[config.mk]
export PLATFORM = sky130hd
export DESIGN_NAME = sobel_mag_sqrt_feed_flat
export DESIGN_NICKNAME = d
export VERILOG_FILES = /design/src/rtl/sobel_mag_sqrt_feed_pkg.sv /design/src/rtl/sobel_mag_sqrt_feed_if.sv /design/src/rtl/sobel_mag_sqrt_feed_sync_delay.sv /design/src/rtl/sobel_mag_sqrt_feed.sv /design/src/flat_wrapper.sv
export SDC_FILE = /design/constraint.sdc
export NUM_CORES = 1
export LEC_CHECK = 0
export BUFFER_PORTS_ARGS = -buffer_cell sky130_fd_sc_hd__buf_4
export CAP_MARGIN = 20
export CORE_MARGIN = 3
export CORE_UTILIZATION = 45
export CTS_CLUSTER_DIAMETER = 120
export CTS_CLUSTER_SIZE = 16
export DETAILED_ROUTE_END_ITERATION = 8
export SYNTH_ARGS = -nofsm -noshare
export SYNTH_HDL_FRONTEND = slang
export SYNTH_SLANG_ARGS = --single-unit
[constraint.sdc]
create_clock -name clk -period 3.45 [get_ports clk]
set_input_delay 0.1725 -clock clk [delete_from_list [all_inputs] [get_ports clk]]
set_output_delay 0.1725 -clock clk [all_outputs]
set_load 0.05 [all_outputs]
[src/rtl/sobel_mag_sqrt_feed_pkg.sv]
// Shared video-stage types: pixel width, packed sync bundle and an 8-bit saturator.
// Used by every stage of the edge-detection path.
package sobel_mag_sqrt_feed_pkg;

   localparam int PIX_W  = 8;
   localparam int SYNC_W = 3;

   typedef struct packed {
      logic vsync;
      logic hsync;
      logic de;
   } sync_t;

   // Clamp an unsigned value to the 8-bit pixel range.
   function automatic logic [PIX_W-1:0] sat_pix(input logic [63:0] v);
      return (v > 64'd255) ? 8'hFF : v[PIX_W-1:0];
   endfunction

endpackage

[src/rtl/sobel_mag_sqrt_feed_if.sv]
// Gradient-in / magnitude-out bundle, including the rom_sqrt address/data pair.
// The master side is the Sobel stage plus the ROM; the slave side is the magnitude block.
interface sobel_mag_sqrt_feed_if
   import sobel_mag_sqrt_feed_pkg::*;
#(
   parameter int G_W = 11
);

   logic                    in_vsync;
   logic                    in_hsync;
   logic                    in_de;
   logic signed [G_W-1:0]   in_gx;
   logic signed [G_W-1:0]   in_gy;
   logic [PIX_W-1:0]        thresh;

   logic [PIX_W-1:0]        rom_addr;
   logic [PIX_W-1:0]        rom_data;

   logic                    out_vsync;
   logic                    out_hsync;
   logic                    out_de;
   logic [PIX_W-1:0]        out_mag;
   logic                    out_edge;

   modport master (
      output in_vsync, in_hsync, in_de, in_gx, in_gy, thresh, rom_data,
      input  rom_addr, out_vsync, out_hsync, out_de, out_mag, out_edge
   );

   modport slave (
      input  in_vsync, in_hsync, in_de, in_gx, in_gy, thresh, rom_data,
      output rom_addr, out_vsync, out_hsync, out_de, out_mag, out_edge
   );

endinterface

[src/rtl/sobel_mag_sqrt_feed_sync_delay.sv]
// Reusable W-bit sync shift register, DEPTH clocks, async active-low clear.
// Free-running; no handshake.
module sobel_mag_sqrt_feed_sync_delay #(
   parameter int W     = 3,
   parameter int DEPTH = 3
) (
   input  logic         clk,
   input  logic         rst_n,
   input  logic [W-1:0] d,
   output logic [W-1:0] q
);

   logic [W-1:0] sr [DEPTH];

   always_ff @(posedge clk or negedge rst_n) begin
      if (!rst_n) begin
         for (int i = 0; i < DEPTH; i++) begin
            sr[i] <= '0;
         end
      end else begin
         sr[0] <= d;
         for (int i = 1; i < DEPTH; i++) begin
            sr[i] <= sr[i-1];
         end
      end
   end

   assign q = sr[DEPTH-1];

endmodule

[src/rtl/sobel_mag_sqrt_feed.sv]
// Gradient magnitude via external sqrt ROM: sat((gx^2+gy^2)>>SHIFT) -> rom_sqrt -> mag + edge bit.
// Latency 3+ROM_LAT clocks, one pixel per clock, no back-pressure.
module sobel_mag_sqrt_feed
   import sobel_mag_sqrt_feed_pkg::*;
#(
   parameter int G_W     = 11,
   parameter int SHIFT   = 8,
   parameter int ROM_LAT = 1
) (
   input  logic                  clk,
   input  logic                  rst_n,
   sobel_mag_sqrt_feed_if.slave  bus
);

   localparam int SQ_W       = 2*G_W - 1;
   localparam int SUM_W      = 2*G_W;
   // Syncs go through SYNC_DEPTH stages here, then the S4 output flop.
   localparam int SYNC_DEPTH = 2 + ROM_LAT;

   // ---------------- S1: squares ----------------
   // Sign-extending to the product width keeps (-2^(G_W-1))^2 exact.
   logic signed [SQ_W-1:0] gx_w;
   logic signed [SQ_W-1:0] gy_w;
   logic signed [SQ_W-1:0] px;
   logic signed [SQ_W-1:0] py;
   logic        [SQ_W-1:0] sq_x;
   logic        [SQ_W-1:0] sq_y;

   assign gx_w = {{(SQ_W-G_W){bus.in_gx[G_W-1]}}, bus.in_gx};
   assign gy_w = {{(SQ_W-G_W){bus.in_gy[G_W-1]}}, bus.in_gy};
   assign px   = gx_w * gx_w;
   assign py   = gy_w * gy_w;

   always_ff @(posedge clk or negedge rst_n) begin
      if (!rst_n) begin
         sq_x <= '0;
         sq_y <= '0;
      end else begin
         sq_x <= bus.in_de ? $unsigned(px) : '0;
         sq_y <= bus.in_de ? $unsigned(py) : '0;
      end
   end

   // ---------------- S2: sum, scale, saturate -> ROM address ----------------
   logic [SUM_W-1:0] sum;
   logic [SUM_W-1:0] scaled;
   logic [PIX_W-1:0] addr_q;

   assign sum    = {1'b0, sq_x} + {1'b0, sq_y};
   assign scaled = sum >> SHIFT;

   always_ff @(posedge clk or negedge rst_n) begin
      if (!rst_n) begin
         addr_q <= '0;
      end else begin
         addr_q <= sat_pix(64'(scaled));
      end
   end

   assign bus.rom_addr = addr_q;

   // ---------------- Sync delay, aligned with rom_data ----------------
   sync_t sync_in;
   sync_t sync_d;

   assign sync_in = {bus.in_vsync, bus.in_hsync, bus.in_de};

   sobel_mag_sqrt_feed_sync_delay #(
      .W     (SYNC_W),
      .DEPTH (SYNC_DEPTH)
   ) u_sync_delay (
      .clk   (clk),
      .rst_n (rst_n),
      .d     (sync_in),
      .q     (sync_d)
   );

   // ---------------- S4: capture ROM data, threshold ----------------
   logic             vsync_q;
   logic             hsync_q;
   logic             de_q;
   logic [PIX_W-1:0] mag_q;
   logic             edge_q;

   always_ff @(posedge clk or negedge rst_n) begin
      if (!rst_n) begin
         vsync_q <= 1'b0;
         hsync_q <= 1'b0;
         de_q    <= 1'b0;
         mag_q   <= '0;
         edge_q  <= 1'b0;
      end else begin
         vsync_q <= sync_d.vsync;
         hsync_q <= sync_d.hsync;
         de_q    <= sync_d.de;
         mag_q   <= sync_d.de ? bus.rom_data : '0;
         edge_q  <= sync_d.de & (bus.rom_data >= bus.thresh);
      end
   end

   assign bus.out_vsync = vsync_q;
   assign bus.out_hsync = hsync_q;
   assign bus.out_de    = de_q;
   assign bus.out_mag   = mag_q;
   assign bus.out_edge  = edge_q;

endmodule

[src/flat_wrapper.sv]
// flat-port wrapper written by rule: the top's interface ports become plain ports
module sobel_mag_sqrt_feed_flat import sobel_mag_sqrt_feed_pkg::*;
#(
   parameter int G_W     = 11,
   parameter int SHIFT   = 8,
   parameter int ROM_LAT = 1
)
  (clk, rst_n, bus_in_vsync, bus_in_hsync, bus_in_de, bus_in_gx, bus_in_gy, bus_thresh, bus_rom_data, bus_rom_addr, bus_out_vsync, bus_out_hsync, bus_out_de, bus_out_mag, bus_out_edge);
  sobel_mag_sqrt_feed_if #(.G_W(G_W)) bus_i ();
  input  logic clk;
  input  logic rst_n;
  input wire logic [$bits(bus_i.in_vsync)-1:0] bus_in_vsync;
  input wire logic [$bits(bus_i.in_hsync)-1:0] bus_in_hsync;
  input wire logic [$bits(bus_i.in_de)-1:0] bus_in_de;
  input wire logic [$bits(bus_i.in_gx)-1:0] bus_in_gx;
  input wire logic [$bits(bus_i.in_gy)-1:0] bus_in_gy;
  input wire logic [$bits(bus_i.thresh)-1:0] bus_thresh;
  input wire logic [$bits(bus_i.rom_data)-1:0] bus_rom_data;
  output wire logic [$bits(bus_i.rom_addr)-1:0] bus_rom_addr;
  output wire logic [$bits(bus_i.out_vsync)-1:0] bus_out_vsync;
  output wire logic [$bits(bus_i.out_hsync)-1:0] bus_out_hsync;
  output wire logic [$bits(bus_i.out_de)-1:0] bus_out_de;
  output wire logic [$bits(bus_i.out_mag)-1:0] bus_out_mag;
  output wire logic [$bits(bus_i.out_edge)-1:0] bus_out_edge;
  assign bus_i.in_vsync = bus_in_vsync;
  assign bus_i.in_hsync = bus_in_hsync;
  assign bus_i.in_de = bus_in_de;
  assign bus_i.in_gx = bus_in_gx;
  assign bus_i.in_gy = bus_in_gy;
  assign bus_i.thresh = bus_thresh;
  assign bus_i.rom_data = bus_rom_data;
  assign bus_rom_addr = bus_i.rom_addr;
  assign bus_out_vsync = bus_i.out_vsync;
  assign bus_out_hsync = bus_i.out_hsync;
  assign bus_out_de = bus_i.out_de;
  assign bus_out_mag = bus_i.out_mag;
  assign bus_out_edge = bus_i.out_edge;
  sobel_mag_sqrt_feed #(.G_W(G_W), .SHIFT(SHIFT), .ROM_LAT(ROM_LAT)) u_core (.clk(clk), .rst_n(rst_n), .bus(bus_i));
endmodule
==> results of run 1 <==
report_power, final:
part / switching, W / internal, W / leakage, nW
clock: 0.000327 / 0.000504 / 0.139
combinational: 0.00626 / 0.00704 / 6.65
sequential: 0.0000726 / 0.00106 / 0.819
total: 0.00666 / 0.00860 / 7.60
area by class of cell:
class | instances | area [µm²]
well taps | 319 | 399
flip-flops and latches | 67 | 1680
clock inverters | 6 | 40.0
inverters | 280 | 1090
clock buffers | 10 | 239
repair buffers | 280 | 2430
multi-input cells | 737 | 8940
fillers | 1964 | 8660
what timing repair did:
item / CTS / global route
cloned: 1 / 0
resized for setup: 145 / 55
setup buffers: 20 / 10
hold endpoints to repair: 69 / 0
pin swaps: 102 / 58
hold buffers: 3 / 0
setup endpoints to repair: 26 / 28
synthesized netlist by cell type (all sizes together) (13+ instances only):
cell type / number
ha: 113
o21ai: 28
inv: 280
nand2b: 14
dfrtp: 67
clkbuf: 25
a21oi: 33
xnor2: 42
nand2: 74
nor2b: 27
and2: 72
a21o: 13
fa: 198
nor2: 27
metrics by stage:
stage / cell area (µm²) / hold slack, ps
after detailed placement: 13500 / 288
after CTS: 14600 / 58.8
after global routing: 14800 / 74.1
after floorplan: 11500 / -123
after global placement: 13500 / 291
final: 14800 / 70.8
sequential cells by signal, summed over array words and instances, names as in the netlist:
name	cells
u_core.sq_y	19
u_core.u_sync_delay.q	3
u_core.bus.out_hsync	1
u_core.bus.out_vsync	1
u_core.sq_x	19
u_core.bus.out_de	1
u_core.bus.out_mag	8
u_core.bus.out_edge	1
u_core.u_sync_delay.sr	6
u_core.bus.rom_addr	8
kinds of logic (layout without fill, tap and decap cells):
kind of cell	Yosys count	after routing	synth area share
mux	3	3	0.00279
simple gates	255	255	0.123
buf+inv	305	576	0.106
flops	67	67	0.156
fa+ha+maj	311	311	0.499
compound gates	115	115	0.0701
xor+xnor	53	53	0.0431
worst max path at each step:
stage,from,endpoint,slack (ps),cells past startpoint
2_1_floorplan,bus_in_gx[7],u_core.sq_x[19],-1020,18
3_3_place_gp,bus_in_gy[4],u_core.sq_y[19],-1230,19
3_5_place_dp,bus_in_gy[4],u_core.sq_y[19],-1270,19
4_1_cts,bus_in_gy[4],u_core.sq_y[19],-830,21
5_1_grt,bus_in_gy[8],u_core.sq_y[19],-1020,18
6_report,bus_in_gy[4],u_core.sq_y[18],-860,23
worst max-delay path, stage by stage:
cell and delay (ps):
buf_12 110, nand2_4 50, fa_1 540, inv_2 50, fa_1 510, inv_2 40, fa_1 470, inv_1 50
fa_1 490, inv_2 40, fa_1 520, inv_2 50, ha_4 150, buf_6 110, o21ai_4 160, nor2_4 60
buf_6 120, a21boi_4 180, a21oi_4 90, a41oi_2 180, nor2b_4 180, xnor2_1 60, and2_1 150
metal layers:
layer | track usage | up-vias | routed length, µm
met5 | 0 | - | 0
met4 | 0.0258 | 0 | 201
met3 | 0.0232 | 19 | 619
met2 | 0.324 | 93 | 11400
met1 | 0.253 | 3992 | 9740
li1 | - | 3904 | -
==> run metrics, run 1 <==
status=finished, violations left; DRT iter0 DRCs=214; number of flops mapped to enable cells by yosys=0; Synth-to-Final Area Change=37.4%; # DRC=0; register area share after synthesis=0.156; worst min-delay path class=input port to register; Yosys Warn Count=0; worst r2r dst=u_core.bus.rom_addr[5]; latest clock arrival within the worst-skew pair=about 330 ps; Via Count=8008; clock sink count=67; port bufs=62; WP data required=3670 ps; worst-margin pin slew=804 ps; Post-Syn Nets=about 1500; LEAKAGE=7.60 nW; # IOs=between 60 and 70; crit share post-route=1.25; initial antenna violation count=0; Area contributors post-synth=fa_1 37%, dfrtp_1 16%, ha_1 13%, inv_1 9.8%, and2_1 4.2%; wire per inst=roughly 13 µm; Clk pin slew, worst setup/hold paths=around 60 ps; crit-path max FO=6; clock skew=4.96 ps; WHS Path Cells=2; GRT overflow=0; Peak supply drop=between 0.0008 and 0.0009 V; Max Cap Viol=0; final setup violation count=25; Hold Vio Cnt, Final=0; reg2reg setup slack=around 770 ps; first-pass GRT wire length=roughly 40000 µm; Tot Pwr=about 0.015 W; async set or reset register ratio after synthesis=1.00; ANT cells=0; Slew Limit Fails=0; Place WS=-1270 ps; Top FF cell, synth=dfrtp_1; GRT Total Usage=0.185; CTS tree=done; hold_sp=bus_rom_data[6]; Worst EP arrival=roughly 4500 ps; Mean Syn Cell Area=between 9 and 10 µm²; RePlAce Congestion=0.826; Pwr per Cell Area=between 1000 and 1500 nW/µm²; dpl cells=~1700; fin util=0.631; most common cell after layout, fill and taps aside=inv_1; max_slew headroom=0.464; Final min period=4310 ps; H-tree depth=3; Achievable Freq=about 0.23 GHz; layout cells sized above 1=0.361; maximum clock insertion buffer count=2; Setup WS post-layout=-863 ps; Non-Filler Instances=1699; synthesized area=roughly 11000 µm²; die area=25800 µm²; setup repair after global routing missed its margin=yes; synthesized instance count=1109; FF-to-FF path depth=9; cell taking the most area after synthesis=fa_1; post-synthesis cell type count=45; die width=roughly 160 µm; most frequent cells in the layout=235 x inv_1, 229 x buf_4, 182 x fa_1; via/cell ratio=4.71; 1st-pass router iterations=4; CTS Root Cell=clkbuf_16; hold path endpoint=u_core.bus.out_mag[6]; number of global-route vias before repair=a little under 9000; Setup crit end kind=register; Core Rows=56; Critical Path Start Type=input port; setup TNS=-13870 ps; Yosys reg bits=67; failing checks=negative setup slack; Core ar.=23500 µm²; antenna-violating nets left=0; post-synth top area share=0.368; Detailed Place HPWL=between 15000 and 20000 µm; Post-Route WL=21900 µm; Net count, final=about 1700; FF-to-FF Start=u_core.sq_y[9]; chip height=roughly 160 µm; TritonCTS Buffers=9; CP Class=input port to register; Initial Util=0.459; pin count of the biggest net entering global routing=68
No activity file was read; power rests on OpenSTA's default activity.
==> run 2: changes to the inputs <==
Settings changed: CELL_PAD_IN_SITES_DETAIL_PLACEMENT set to 0, CELL_PAD_IN_SITES_GLOBAL_PLACEMENT set to 1, PLACE_DENSITY_LB_ADDON set to 0.1.
==> run 2 against run 1 <==
The flow still finishes with violations (negative setup slack). Combinational power hardly changed. Sequential share of layout area fell by 0.061 points. Wire length is 0.40% higher. Critical endpoint unchanged. Register-to-register slack lost 30 ps.
==> run metrics, run 2 (synthesis results as in run 1) <==
DRT iter0 DRCs=195 (-8.9%); H-tree depth=3 (unchanged); Detailed Place HPWL=18500 µm (-0.43%); Setup crit end kind=register; Non-Filler Instances=1710 (+0.65%); crit-path max FO=7 (+1); via/cell ratio=4.66 (-1.1%); Clk pin slew, worst setup/hold paths=60 ps (about the same); layout cells sized above 1=0.368 (+0.00721); worst path bufs/invs=4 (-4); CTS tree=done; failing checks=negative setup slack; P_int=0.00897 W (+4.2%); crit share post-route=1.24 (-0.0148); dpl cells=1658 (+0.30%); WP data required=3680 ps (about the same); delay-heaviest family, CP=adder cells; Final min period=4260 ps (-50.9 ps); clock network power share=0.064 (+0.010); Max stage delay on crit path=530 ps (about the same); port bufs=62 (unchanged); RePlAce Congestion=0.814 (-1.4%); die area=25800 µm² (unchanged); Top Registers=u_core.sq_x (19), u_core.sq_y (19); Net Sw Power=0.00668 W (+0.43%); first-pass GRT wire length=39100 µm (-2.0%); GRT overflow=0 (unchanged); maximum clock insertion buffer count=2 (unchanged); LEAKAGE=7.68 nW (+0.97%); initial antenna violation count=0 (unchanged); Net count, final=1740 (+0.64%); combinational power share=0.863 (-0.008); setup repair after global routing missed its margin=yes; antenna-violating nets left=0 (unchanged); most common cell after layout, fill and taps aside=buf_4; clock skew=5.25 ps (+0.292 ps); register area=1680 µm² (unchanged); Critical Path Start Type=input port; ANT cells=0 (unchanged); die width=161 µm (unchanged); Pwr per Cell Area=1050 nW/µm² (+2.0%); Achievable Freq=0.235 GHz (+1.2%); Flop pwr share=0.073 (about the same); Max Cap Viol=0 (unchanged); max_slew headroom=0.464 (about the same); Peak supply drop=0.00100 V (+18%); TritonCTS Buffers=9 (unchanged); CP Class=input port to register; most frequent cells in the layout=239 x buf_4, 237 x inv_1, 186 x fa_1; Core ar.=23500 µm² (unchanged); Setup WS post-layout=-812 ps (+50.9 ps); filler cell count=1992 (+1.4%); worst-margin pin slew=804 ps (-0.0650 ps); Most common cell on crit path=fa_1; CTS Root Cell=clkbuf_16; Post-Route WL=22000 µm (+0.40%); clock sink count=67 (unchanged); Initial Util=0.459 (unchanged); Synth-to-Final Area Change=38.2%; # IOs=63 (unchanged); Hold WS=52.9 ps (-17.9 ps); worst min-delay path class=input port to register; pin count of the biggest net entering global routing=68 (unchanged); 1st-pass router iterations=4 (unchanged); critical path, cell by cell=buf_12 > buf_4 > nor2b_2 > fa_1 > fa_1 > fa_1 > fa_1 > inv_2 > fa_1 > inv_2 > ha_4 > or3_4 > o21ai_4 > a21oi_4 > a41oi_2 > nor2b_2 > xnor2_1 > and2_1; latest clock arrival within the worst-skew pair=340 ps (about the same); chip height=161 µm (unchanged); # DRC=0 (unchanged); Core Rows=56 (unchanged); Via Count=7971 (-0.46%); wire per inst=12.9 µm (-0.24%); final setup violation count=26 (+4.0%); Worst EP arrival=4490 ps (-40 ps); area of the multi-input gates=8950 µm² (about the same); status=finished, violations left; number of global-route vias before repair=8654 (-2.8%); slowest CP cell=fa_1; Sw Share=0.427 (-0.00913); Slew Limit Fails=0 (unchanged); Hold Vio Cnt, Final=0 (unchanged); GRT Total Usage=0.183 (-0.00176)
[run 2: changes by cell type in the layout (fill, tap and decap cells not counted), sizes merged]
cell / delta
clkbuf: -1
clkinvlp: -2
buf: +12
bufbuf: -1
clkinv: -4
inv: +5
bufinv: +2
[run 2: per-stage QoR]
stage | cell area, µm² | setup WS (ps) | total power (W) | TNS [ps] | utilization
floorplan | 11500 | -1020 | 0.00933 | -16080 | -
global placement | 13500 | -1260 | 0.0124 | -23910 | 0.576
detailed placement | 13500 | -1290 | 0.0126 | -24710 | 0.576
CTS | 14500 | -812 | 0.0148 | -12750 | 0.619
global route | 14900 | -997 | 0.0174 | -17850 | 0.635
finish | 14900 | -812 | 0.0157 | -14000 | 0.635
[run 2: cell type report]
| type | count | share of cell area |
|---|---|---|
| well taps | 319 | 0.0268 |
| flip-flops and latches | 67 | 0.113 |
| repair buffers | 291 | 0.165 |
| multi-input cells | 737 | 0.601 |
| clock inverters | 7 | 0.00706 |
| clock buffers | 9 | 0.0151 |
| inverters | 280 | 0.0724 |
[run 2: what timing repair did]
action / CTS / global route
endpoints found under the hold margin: 69 / 0
hold buffers: 3 / 0
setup endpoints to repair: 26 / 27
gates resized for setup: 137 / 58
pin swaps: 81 / 60
buffers inserted: 21 / 17
[run 2: layer usage]
layer	share of wire	wire [µm]	vias to the layer above	global-route usage
met3	0.025	561	11	0.0227
met1	0.46	10100	3981	0.256
met2	0.51	11300	69	0.317
met4	0.0056	123	0	0.0211
met5	0	0	-	0
li1	-	-	3910	-
[run 2: worst paths after layout]
kind / from / endpoint / slack [ps] / depth (start not counted)
worst max register to register: u_core.sq_y[9] / u_core.bus.rom_addr[5] / 740 / 9
worst min register to register: u_core.u_sync_delay.sr[5] / u_core.u_sync_delay.q[2] / 350 / 0
max in group asynchronous: rst_n / u_core.sq_x[9] / 2450 / 2
min in group asynchronous: rst_n / u_core.bus.rom_addr[0] / 480 / 2
worst max-delay path: bus_in_gy[4] / u_core.sq_y[18] / -810 / 18
worst min-delay path: bus_rom_data[0] / u_core.bus.out_mag[0] / 50 / 2
[run 2: power groups by stage]
stage	Clock [W]	Combinational [W]	Sequential, W
CTS	0.00103	0.0126	0.00114
global route	0.00107	0.0151	0.00116
finish	0.00101	0.0135	0.00114
floorplan	0	0.00802	0.00130
detailed placement	0	0.0114	0.00116
global placement	0	0.0113	0.00115
==> run 3: changes to the inputs <==
Settings changed: GPL_ROUTABILITY_DRIVEN set to 0.
Clock period 3.45 ns to 5.3 ns, I/O delays scaled along.
==> run 3 against run 2 <==
The run now ends clean. Die area unchanged. Final cell count down 12%. First-iteration DRC count up 53%. Critical path type unchanged. Critical endpoint unchanged. Largest cell class unchanged. Largest power group unchanged. Highest routed layer unchanged.
==> run metrics, run 3 (synthesis results as in run 1) <==
most common cell after layout, fill and taps aside=inv_1; dpl cells=1492 (-10%); worst min-delay path class=input port to async pin; port bufs=62 (unchanged); final setup violation count=0 (-100%); initial antenna violation count=0 (unchanged); met1 Track Usage GR=0.241 (-0.0149); H-tree depth=3 (unchanged); max_slew headroom=0.455 (-0.00872); Top Registers=u_core.sq_x (19), u_core.sq_y (19); most frequent cells in the layout=280 x inv_1, 198 x fa_1, 113 x ha_1; status=finished clean; GRT overflow=0 (unchanged); Detailed Place HPWL=16800 µm (-9.2%); Clk pin slew, worst setup/hold paths=60 ps (about the same); number of global-route vias before repair=7580 (-12%); worst-margin pin slew=817 ps (+13.1 ps); TritonCTS Buffers=9 (unchanged); chip height=161 µm (unchanged); Critical Path Start Type=input port; Peak supply drop=0.000388 V (-61%); hold_buf cts=0 (-3); antenna-violating nets left=0 (unchanged); die area=25800 µm² (unchanged); Setup crit end kind=register; Hold Vio Cnt, Final=0 (unchanged); register area=1680 µm² (unchanged); Worst EP arrival=5180 ps (+690 ps); 1st-pass router iterations=4 (unchanged); Core ar.=23500 µm² (unchanged); Initial Util=0.459 (unchanged); Post-CTS Setup Inserts=0 (-100%); first-pass GRT wire length=35300 µm (-9.6%); Post-Route WL=19400 µm (-12%); clock skew=7.60 ps (+2.35 ps); ANT cells=0 (unchanged); clock sink count=67 (unchanged); CP Class=input port to register; Slew Limit Fails=0 (unchanged); Net count, final=1538 (-12%); grt met2 use=0.277 (-0.0405); layout cells sized above 1=0.0950 (-0.273); DRT iter0 DRCs=298 (+53%); CTS tree=done; die width=161 µm (unchanged); crit share post-route=0.936; filler cell count=2290 (+15%); GRT Total Usage=0.165 (-0.0177); area of the multi-input gates=7960 µm² (-11%); Via Count=7162 (-10%); WP data required=5520 ps (+1840 ps); CTS Root Cell=clkbuf_16; wire per inst=12.9 µm (about the same); LEAKAGE=6.46 nW (-16%); Most Crowded Layer GR=met2; Achievable Freq=~0.20 GHz; setup repair after global routing missed its margin=no; Core Rows=56 (unchanged); latest clock arrival within the worst-skew pair=330 ps (about the same); # IOs=63 (unchanged); crit-path max FO=4 (-3); # DRC=0 (unchanged); pin count of the biggest net entering global routing=68 (unchanged); Pwr per Cell Area=571 nW/µm² (-46%); via/cell ratio=4.75 (+1.9%); Synth-to-Final Area Change=11.9%; maximum clock insertion buffer count=2 (unchanged); Non-Filler Instances=1508 (-12%); Max Cap Viol=0 (unchanged); setup TNS=0 ps (+14000 ps); Final min period=a little under 5000 ps; FF-to-FF path depth=9 (unchanged); GRT met3 Usage=0.0199 (-0.00284)
-- run 3: per-layer routing --
metal | part of all wire | wire (µm)
met3 | 0.031 | 611
met1 | 0.48 | 9320
met4 | 0.0049 | 95
met5 | 0 | 0
met2 | 0.48 | 9400
-- run 3: power by group --
group	leakage (nW)	switching, W	internal [W]	total, W
Sequential	0.819	0.0000497	0.000691	0.000740
Combinational	5.49	0.00293	0.00260	0.00554
Clock	0.147	0.000238	0.000371	0.000610
Total	6.46	0.00322	0.00366	0.00689
-- run 3: area by class of cell --
cell class | count | area share
multi-input combinational | 737 | 0.660
sequential | 67 | 0.139
inverter | 280 | 0.0872
timing repair buffer | 89 | 0.0554
tap | 319 | 0.0331
clock buffer | 9 | 0.0187
clock inverter | 7 | 0.00674
-- run 3: path summary, 6_finish.rpt --
kind	from	to	slack [ps]
setup / recovery	bus_in_gy[7]	u_core.sq_y[18]	340
hold / removal	rst_n	u_core.u_sync_delay.sr[8]	30
setup reg to reg	u_core.sq_y[9]	u_core.bus.rom_addr[5]	2600
hold reg to reg	u_core.u_sync_delay.sr[4]	u_core.u_sync_delay.q[1]	350
max in group asynchronous	rst_n	u_core.sq_x[16]	4730
min in group clk	bus_in_vsync	u_core.u_sync_delay.sr[8]	40
-- run 3: stage by stage --
| step | instance area (µm²) | setup slack [ps] | util | total power [W] | hold slack, ps |
|---|---|---|---|---|---|
| after floorplan | 10800 | 194 | - | 0.00522 | -30.6 |
| after global placement | 11800 | -76.4 | 0.501 | 0.00632 | 334 |
| after detailed placement | 11800 | -90.8 | 0.501 | 0.00635 | 336 |
| after CTS | 12100 | 248 | 0.514 | 0.00702 | 26.5 |
| after global routing | 12100 | 4.87 | 0.514 | 0.00789 | 26.1 |
| final | 12100 | 340 | 0.514 | 0.00689 | 31.9 |
-- run 3: critical path: stages --
cell,delay (ps)
buf_4,130
and2_1,180
fa_1,460
fa_1,540
inv_1,50
fa_1,470
inv_1,60
fa_1,530
inv_1,60
fa_1,520
inv_1,40
ha_1,290
o21ai_0,260
nor2_1,120
buf_4,140
a21boi_1,190
a21oi_1,130
a41oi_1,320
nor2b_1,190
xnor2_1,70
and2_1,150
-- run 3: what timing repair did --
action,in CTS,in global routing
setup endpoints to repair,0,2
gates resized for setup,0,1
endpoints found under the hold margin,0,0
